<file path="config.mk">
export PLATFORM = sky130hd
export DESIGN_NAME = mem_write
export DESIGN_NICKNAME = d
export VERILOG_FILES = /design/src/rtl/mem_write.sv
export SDC_FILE = /design/constraint.sdc
export NUM_CORES = 1
export LEC_CHECK = 0
export ABC_AREA = 1
export ABC_CLOCK_PERIOD_IN_PS = 6900
export CAP_MARGIN = 5
export CELL_PAD_IN_SITES_DETAIL_PLACEMENT = 1
export CELL_PAD_IN_SITES_GLOBAL_PLACEMENT = 2
export CORE_ASPECT_RATIO = 0.9
export CORE_MARGIN = 2
export CORE_UTILIZATION = 39
export DETAILED_ROUTE_END_ITERATION = 7
export DONT_BUFFER_PORTS = 1
export PLACE_DENSITY = 0.95
export SLEW_MARGIN = 25
export SYNTH_ARGS = -nofsm -noshare
export SYNTH_HDL_FRONTEND = slang
export SYNTH_SLANG_ARGS = --single-unit
export TNS_END_PERCENT = 20
</file>
<file path="constraint.sdc">
create_clock -name clk -period 6.9 [get_ports clk]
set_input_delay 1.38 -clock clk [delete_from_list [all_inputs] [get_ports clk]]
set_output_delay 1.38 -clock clk [all_outputs]
set_load 0.02 [all_outputs]
</file>
<file path="src/rtl/mem_write.sv">
// mem_write: skewed multi-column result writeback into N independent BRAM banks
// Ports: clk/rst (sync, active-high); start/base_addr/len launch a transfer of len rows;
//        in_data/in_valid carry per-column results; wr_addr_bram/wr_data_bram/wr_en_bram
//        drive each bank; busy/done/overrun report progress to the controller.
module mem_write #(
    parameter int D_W    = 8,
    parameter int N      = 4,
    parameter int ADDR_W = 12
) (
    input  logic              clk,
    input  logic              rst,
    input  logic              start,
    input  logic [ADDR_W-1:0] base_addr,
    input  logic [ADDR_W-1:0] len,
    input  logic [D_W-1:0]    in_data      [N-1:0],
    input  logic [N-1:0]      in_valid,
    output logic [ADDR_W-1:0] wr_addr_bram [N-1:0],
    output logic [D_W-1:0]    wr_data_bram [N-1:0],
    output logic [N-1:0]      wr_en_bram,
    output logic              busy,
    output logic              done,
    output logic              overrun
);
    typedef enum logic [1:0] {IDLE, RUN, DONE} state_t;
    state_t              state_q;
    logic [ADDR_W-1:0]   base_q, len_q;
    logic [ADDR_W-1:0]   cnt_q [N-1:0];
    logic [ADDR_W-1:0]   cnt_d [N-1:0];
    logic [N-1:0]        take;
    logic                all_d;
    // all_d looks at the post-increment counts so DONE lines up with the last bank's final write
    always_comb begin
        take  = '0;
        cnt_d = cnt_q;
        all_d = 1'b1;
        for (int x = 0; x < N; x++) begin
            take[x]  = in_valid[x] && (cnt_q[x] < len_q);
            cnt_d[x] = cnt_q[x] + ADDR_W'(take[x]);
            all_d    = all_d && (cnt_d[x] == len_q);
        end
    end
    always_ff @(posedge clk) begin
        if (rst) begin
            state_q    <= IDLE;
            base_q     <= '0;
            len_q      <= '0;
            wr_en_bram <= '0;
            busy       <= 1'b0;
            done       <= 1'b0;
            overrun    <= 1'b0;
            for (int x = 0; x < N; x++) begin
                cnt_q[x]        <= '0;
                wr_addr_bram[x] <= '0;
                wr_data_bram[x] <= '0;
            end
        end else begin
            case (state_q)
                IDLE: begin
                    wr_en_bram <= '0;
                    if (start) begin
                        base_q  <= base_addr;
                        len_q   <= len;
                        overrun <= 1'b0;
                        busy    <= 1'b1;
                        done    <= (len == '0);
                        state_q <= (len == '0) ? DONE : RUN;
                        for (int x = 0; x < N; x++) cnt_q[x] <= '0;
                    end
                end
                RUN: begin
                    for (int x = 0; x < N; x++) begin
                        wr_en_bram[x] <= take[x];
                        if (take[x]) begin
                            wr_addr_bram[x] <= base_q + cnt_q[x];
                            wr_data_bram[x] <= in_data[x];
                        end
                    end
                    cnt_q <= cnt_d;
                    if (|(in_valid & ~take)) overrun <= 1'b1;
                    if (all_d) begin
                        state_q <= DONE;
                        done    <= 1'b1;
                    end
                end
                default: begin
                    wr_en_bram <= '0;
                    done       <= 1'b0;
                    busy       <= 1'b0;
                    state_q    <= IDLE;
                end
            endcase
        end
    end
endmodule
</file>
Word-level counts from Yosys, hierarchy flattened --
Cells that the tools add are included.
Storage, ports and cells: register bits 161, bits of input ports 63, memories 0, logic and storage cells 77, bits in latches 0, memory bits (writable) 0, output and inout port bits 87, memory bits (read-only) 0
Cells by class: $lt $le $gt $ge 4, multiply operators 0, muxes and demuxes 14, reductions and logical operators 21, shift-type cells 0, div/mod/pow operators 0, bitwise logic cells 3, eq/ne operators 8, $add $sub $neg 8
Operators by type and width (number):
- 48-bit case mux with 2 select lines | 1
- 12-bit by 1-bit adder with 12-bit output | 4
- 12-bit adder | 4
- 12-bit == test | 4
- 12-bit less-than comparator | 4
- 48-bit two-way mux | 1
- 2-bit AND reduction | 8
- 12-bit zero test | 1
- 1-bit logical AND | 7
- 2-bit two-way mux | 3
- 2-bit inequality test, second input constant | 3
- 1-bit case mux with 2 select lines | 3
- 1-bit two-way mux | 5
- 4-bit AND | 1
- 4-bit inverter | 1
- 2-bit case mux with 2 select lines | 1
- 4-bit OR reduction | 1
- 3-bit AND reduction | 1
- 2-bit by 1-bit == test with 1-bit output, second input constant | 1
- 2-bit zero test | 1
- 2-bit nonzero test | 1
- 2-bit OR reduction | 1
- 1-bit inverter | 1

Logic depth before layout (Yosys ltp) --
depth in word-level cells 9, gate-level depth with buffers 26, gate-level depth less buffers 26

Worst setup path before layout --
No wires, ideal clock.
kind input -> register, from input in_valid[3], to register state_q[0], stages 19, arrival time 2.935 ns, setup slack 3.852 ns, buffers on the path 0, library setup time 0.113 ns, required time 6.787 ns, cell sequence inv_1 > nor2_2 > ha_1 > ha_1 > nand2_2 > nor2_2 > nand2_1 > nand2_1 > nand2_1 > nand2_1 > nand2_1 > nor2_2 > nand2_1 > nor2_2 > nand2_1 > nor2_2 > nand2_2 > nand2_1 > nand2_1
Between the ends: longest elaborated chain between the ends 6
RTL lines:
- start, declared | RTL line 16 | input logic [N-1:0] in_valid,
- 1-bit logical AND | RTL line 37 | take[x] = in_valid[x] && (cnt_q[x] < len_q);
- net take[3] | RTL line 29 | logic [N-1:0] take;
- 12-bit by 1-bit adder with 12-bit output | RTL line 38 | cnt_d[x] = cnt_q[x] + ADDR_W'(take[x]);
- 12-bit == test | RTL line 39 | all_d = all_d && (cnt_d[x] == len_q);
- 1-bit logical AND | RTL line 39
- 2-bit inequality test (no line)
- 2-bit AND reduction (no line)
- end signal, assigned | RTL line 66 | state_q <= (len == '0) ? DONE : RUN;
- end, declared | RTL line 25 | state_t state_q;
The timed path passes the listed nets, and every way through them passes these cells. A chain may end at the register's enable or synchronous reset.

Worst setup path in the final report --
from register len_q[9], to register state_q[0]
Between the ends: elaborated cells on any way between the ends 21, those cells by class 4 x add/sub; 4 x order compare; 5 x eq/ne; 8 x reduce/logical
RTL lines:
- start, declared | RTL line 26 | logic [ADDR_W-1:0] base_q, len_q;
- start signal, assigned | RTL line 62 | len_q <= len;
- 12-bit less-than comparator | RTL line 37
- 1-bit logical AND | RTL line 37
- net take[2] | RTL line 29
- 12-bit by 1-bit adder with 12-bit output | RTL line 38
- 12-bit == test | RTL line 39
- 1-bit logical AND (2 in series) | RTL line 39
- 2-bit inequality test (no line)
- 2-bit AND reduction (no line)
The timed path passes the listed nets, and every way through them passes these cells.

==> flow_metrics.py <==
metrics = {
    "power": {
        "p_sw_mw": 0.941,
        "combPwrFrac_pct": 17.3,
        "cellInternalPower_mw": 1.62,
        "swShare_pct": 36.8,
        "power.density_mw_per_mm2": 230,
        "p_leak_nw": 4.91,
        "p_total_mw": 2.56,
        "pwr-share-seq_pct": 44.5,
        "clkPwrFrac_pct": 38.2,
        "irDropWorstVdd_v": 0.000156,
    },
    "global_routing": {
        "grt.overflow.total": 0,
        "grt_usage_pct": 27.3,
        "grt_pass1_wl_um": 58400,
        "antenna_found_initial": 0,
        "grt_max_degree": 83,
        "grt_pass1_vias": 10400,
    },
    "setup_path": {
        "regToRegEndpoint": "state_q[0]",
        "reg2reg_depth": 22,
        "cp-start-kind": "flip-flop",
        "crit_type": "flip-flop to flip-flop",
        "crit_required_ns": 7.24,
        "endpoint_kind": "flip-flop",
        "timing.rr.start": "len_q[9]",
        "crit_start": "len_q[9]",
        "cp.arrival_ns": 4.24,
        "worstSetupEndpoint": "state_q[0]",
        "worstPathMaxFanout": 8,
        "r2r_setup_slack_ns": 2.99,
    },
    "floorplanning": {
        "fp.dieW_um": 175,
        "io_pins": 150,
        "rows": 56,
        "start_util_pct": 39.6,
        "die_area_mm2": 0.0277,
        "die_y_um": 158,
        "core_mm2": 0.0260,
    },
    "detailed_routing": {
        "wl_um": 37500,
        "ant_nets": 0,
        "viasPerCell": 5.66,
        "wire_per_inst_um": 20.8,
        "drtPass1Iterations": 5,
        "dr_total_vias": 10200,
        "drt_iter0_markers": 618,
        "drcViolationCount": 0,
    },
    "sta": {
        "finClkSkew_ns": 0.0136,
        "finalCritPeriodShare_pct": 56.6,
        "finalHoldViolations": 0,
        "finalSetupTns_ns": 0,
        "fmax_ghz": 0.256,
        "rsz0062_at_grt": "no",
        "worst_slew_pin_slew_ns": 1.11,
        "slew_headroom_pct": 25.8,
        "setup_viol": 0,
        "period_needed_ns": 3.91,
        "final_max_slew_viol_count": 0,
    },
    "clock_network": {
        "clk_pin_slew_worst_paths_ns": 0.08,
        "cts-hold-fix-buffers": 0,
        "htree_levels": 4,
        "clkLatencyLatePin_ns": 0.44,
        "root_buffer": "clkbuf_16",
        "numCtsBuffers": 17,
        "cts_tree": "done",
        "post-cts-setup-buffers": 0,
        "cts_sinks": 160,
        "ctsResizeCount": 0,
        "cts_buffer_depth": 2,
    },
    "synthesis": {
        "async_reset_ff_share_pct": 0,
        "synth-seq-area-share_pct": 31.1,
        "syn_area_mm2": 0.0103,
        "ys.flop_type": "dfxtp_1",
        "synth_cell_type_count": 42,
        "ys_ff_latch": 160,
        "syn-num-nets": 1626,
        "synth-edff-count": 0,
        "synth.avg_cell_area_um2": 7.04,
        "yosys_warnings": 0,
        "synthCells": 1463,
    },
    "run_status": {
        "status": "finished, final reports clean",
    },
    "cells_and_area": {
        "stdcell_count": 1800,
        "antenna_cells": 0,
        "mostFrequentLayoutCells": "nand2_1, nor2_1, dfxtp_1",
        "fin_nets": 1602,
        "fin_util_pct": 42.8,
        "layout_commonest_cell": "nand2_1",
        "syn_to_final_growth_pct": 8.15,
        "drive_gt1_share_pct": 5.44,
    },
    "placement": {
        "io_buffer_count": 0,
        "post-place-cells": 1768,
        "dp_hpwl_um": 27400,
        "gp_congestion": 0.893,
    },
    "job": {
        "maxCapViolations": 0,
    },
    "hold_path": {
        "min_path_type": "flip-flop to flip-flop",
    },
}
==> sequential cells by signal, summed over array words and instances (netlist names), 4 cells and up <==
signal / count
cnt_q: 48
base_q: 12
len_q: 12
wr_data_bram: 32
wr_en_bram: 4
wr_addr_bram: 48
==> metal layers <==
layer	global-route usage, %	part of all wire [%]	routed length [µm]	up-vias
met3	4.71	6.1	2300	69
met5	0	0	0	-
met4	10.9	3.3	1220	0
met1	35.0	45	16800	4889
met2	45.6	46	17100	342
li1	-	-	-	4892
==> cell families after synthesis <==
| family | share of synthesized area (%) |
|---|---|
| adder cells (fa/ha/maj) | 12.4 |
| AND/OR/NAND/NOR | 27.6 |
| XOR/XNOR | 4.48 |
| buffers and inverters | 7.53 |
| AO/OA/AOI/OAI | 16.8 |
| flip-flops | 31.1 |
==> worst max-delay path: stages, from the launching register on <==
cell and delay [ns]:
dfxtp_1 0.48, inv_1 0.28, ha_1 0.39, a21oi_1 0.17, nor2_1 0.07, a211oi_1 0.22
o211ai_2 0.21, nor2_1 0.13, ha_1 0.21, ha_1 0.32, nand3_1 0.14, nor2_1 0.21
nand2_1 0.15, nand3_1 0.11, nand2_1 0.07, nor2_2 0.10, nand2_1 0.06, nor2_2 0.08
nand2_1 0.07, nor2_2 0.14, nand2_2 0.07, nand2_1 0.06, nand2_1 0.05
==> power groups by stage <==
stage	Clock, mW	Combinational (mW)	Sequential (mW)
final	0.976	0.443	1.14
after detailed placement	0	0.431	1.16
after CTS	0.985	0.438	1.14
after global routing	1.02	0.495	1.14
after floorplan	0	0.320	1.12
after global placement	0	0.417	1.16
==> stage by stage <==
stage                     cell area [µm²]  setup slack [ns]  hold WS, ns
final                               11100              2.99        0.562
after global routing                11100              2.59        0.587
after CTS                           11100              2.98        0.559
after detailed placement            10500              2.99        0.547
after global placement              10500              3.03        0.532
after floorplan                     10300              3.85        0.496
==> cell type report <==
type	instances	area, µm²
clock buffers	17	425
fillers	3329	14900
flip-flops and latches	160	3200
inverters	144	541
repair buffers	6	45.0
well taps	348	435
clock inverters	15	163
multi-input cells	1110	6320
==> synth_stat cells (8+ instances only) <==
| cell type | number | area share, % |
|---|---|---|
| nor2_4 | 8 | 0.87 |
| xnor2_1 | 18 | 1.5 |
| nand2_1 | 296 | 11 |
| o21ai_0 | 125 | 6.1 |
| nand2_2 | 10 | 0.61 |
| dfxtp_1 | 160 | 31 |
| nand3_1 | 127 | 6.2 |
| a21oi_1 | 113 | 5.5 |
| a32o_1 | 8 | 0.78 |
| o32ai_1 | 21 | 1.8 |
| nor2_1 | 163 | 5.9 |
| nor2_2 | 10 | 0.61 |
| nor3_1 | 10 | 0.49 |
| nand4_1 | 27 | 1.6 |
| inv_1 | 139 | 5.1 |
| ha_1 | 96 | 12 |
| xor2_1 | 27 | 2.3 |
| clkbuf_1 | 30 | 1.1 |
==> worst min-delay path by stage <==
stage,startpoint,endpoint,slack [ns],depth (start not counted)
floorplan,len_q[0],len_q[0],0.50,2
global placement,cnt_q[4],cnt_q[4],0.53,2
detailed placement,cnt_q[4],cnt_q[4],0.55,2
CTS,cnt_q[4],cnt_q[4],0.56,2
global route,cnt_q[4],cnt_q[4],0.59,2
finish,cnt_q[4],cnt_q[4],0.56,2
Note: power is estimated with default switching activity, not from simulation.
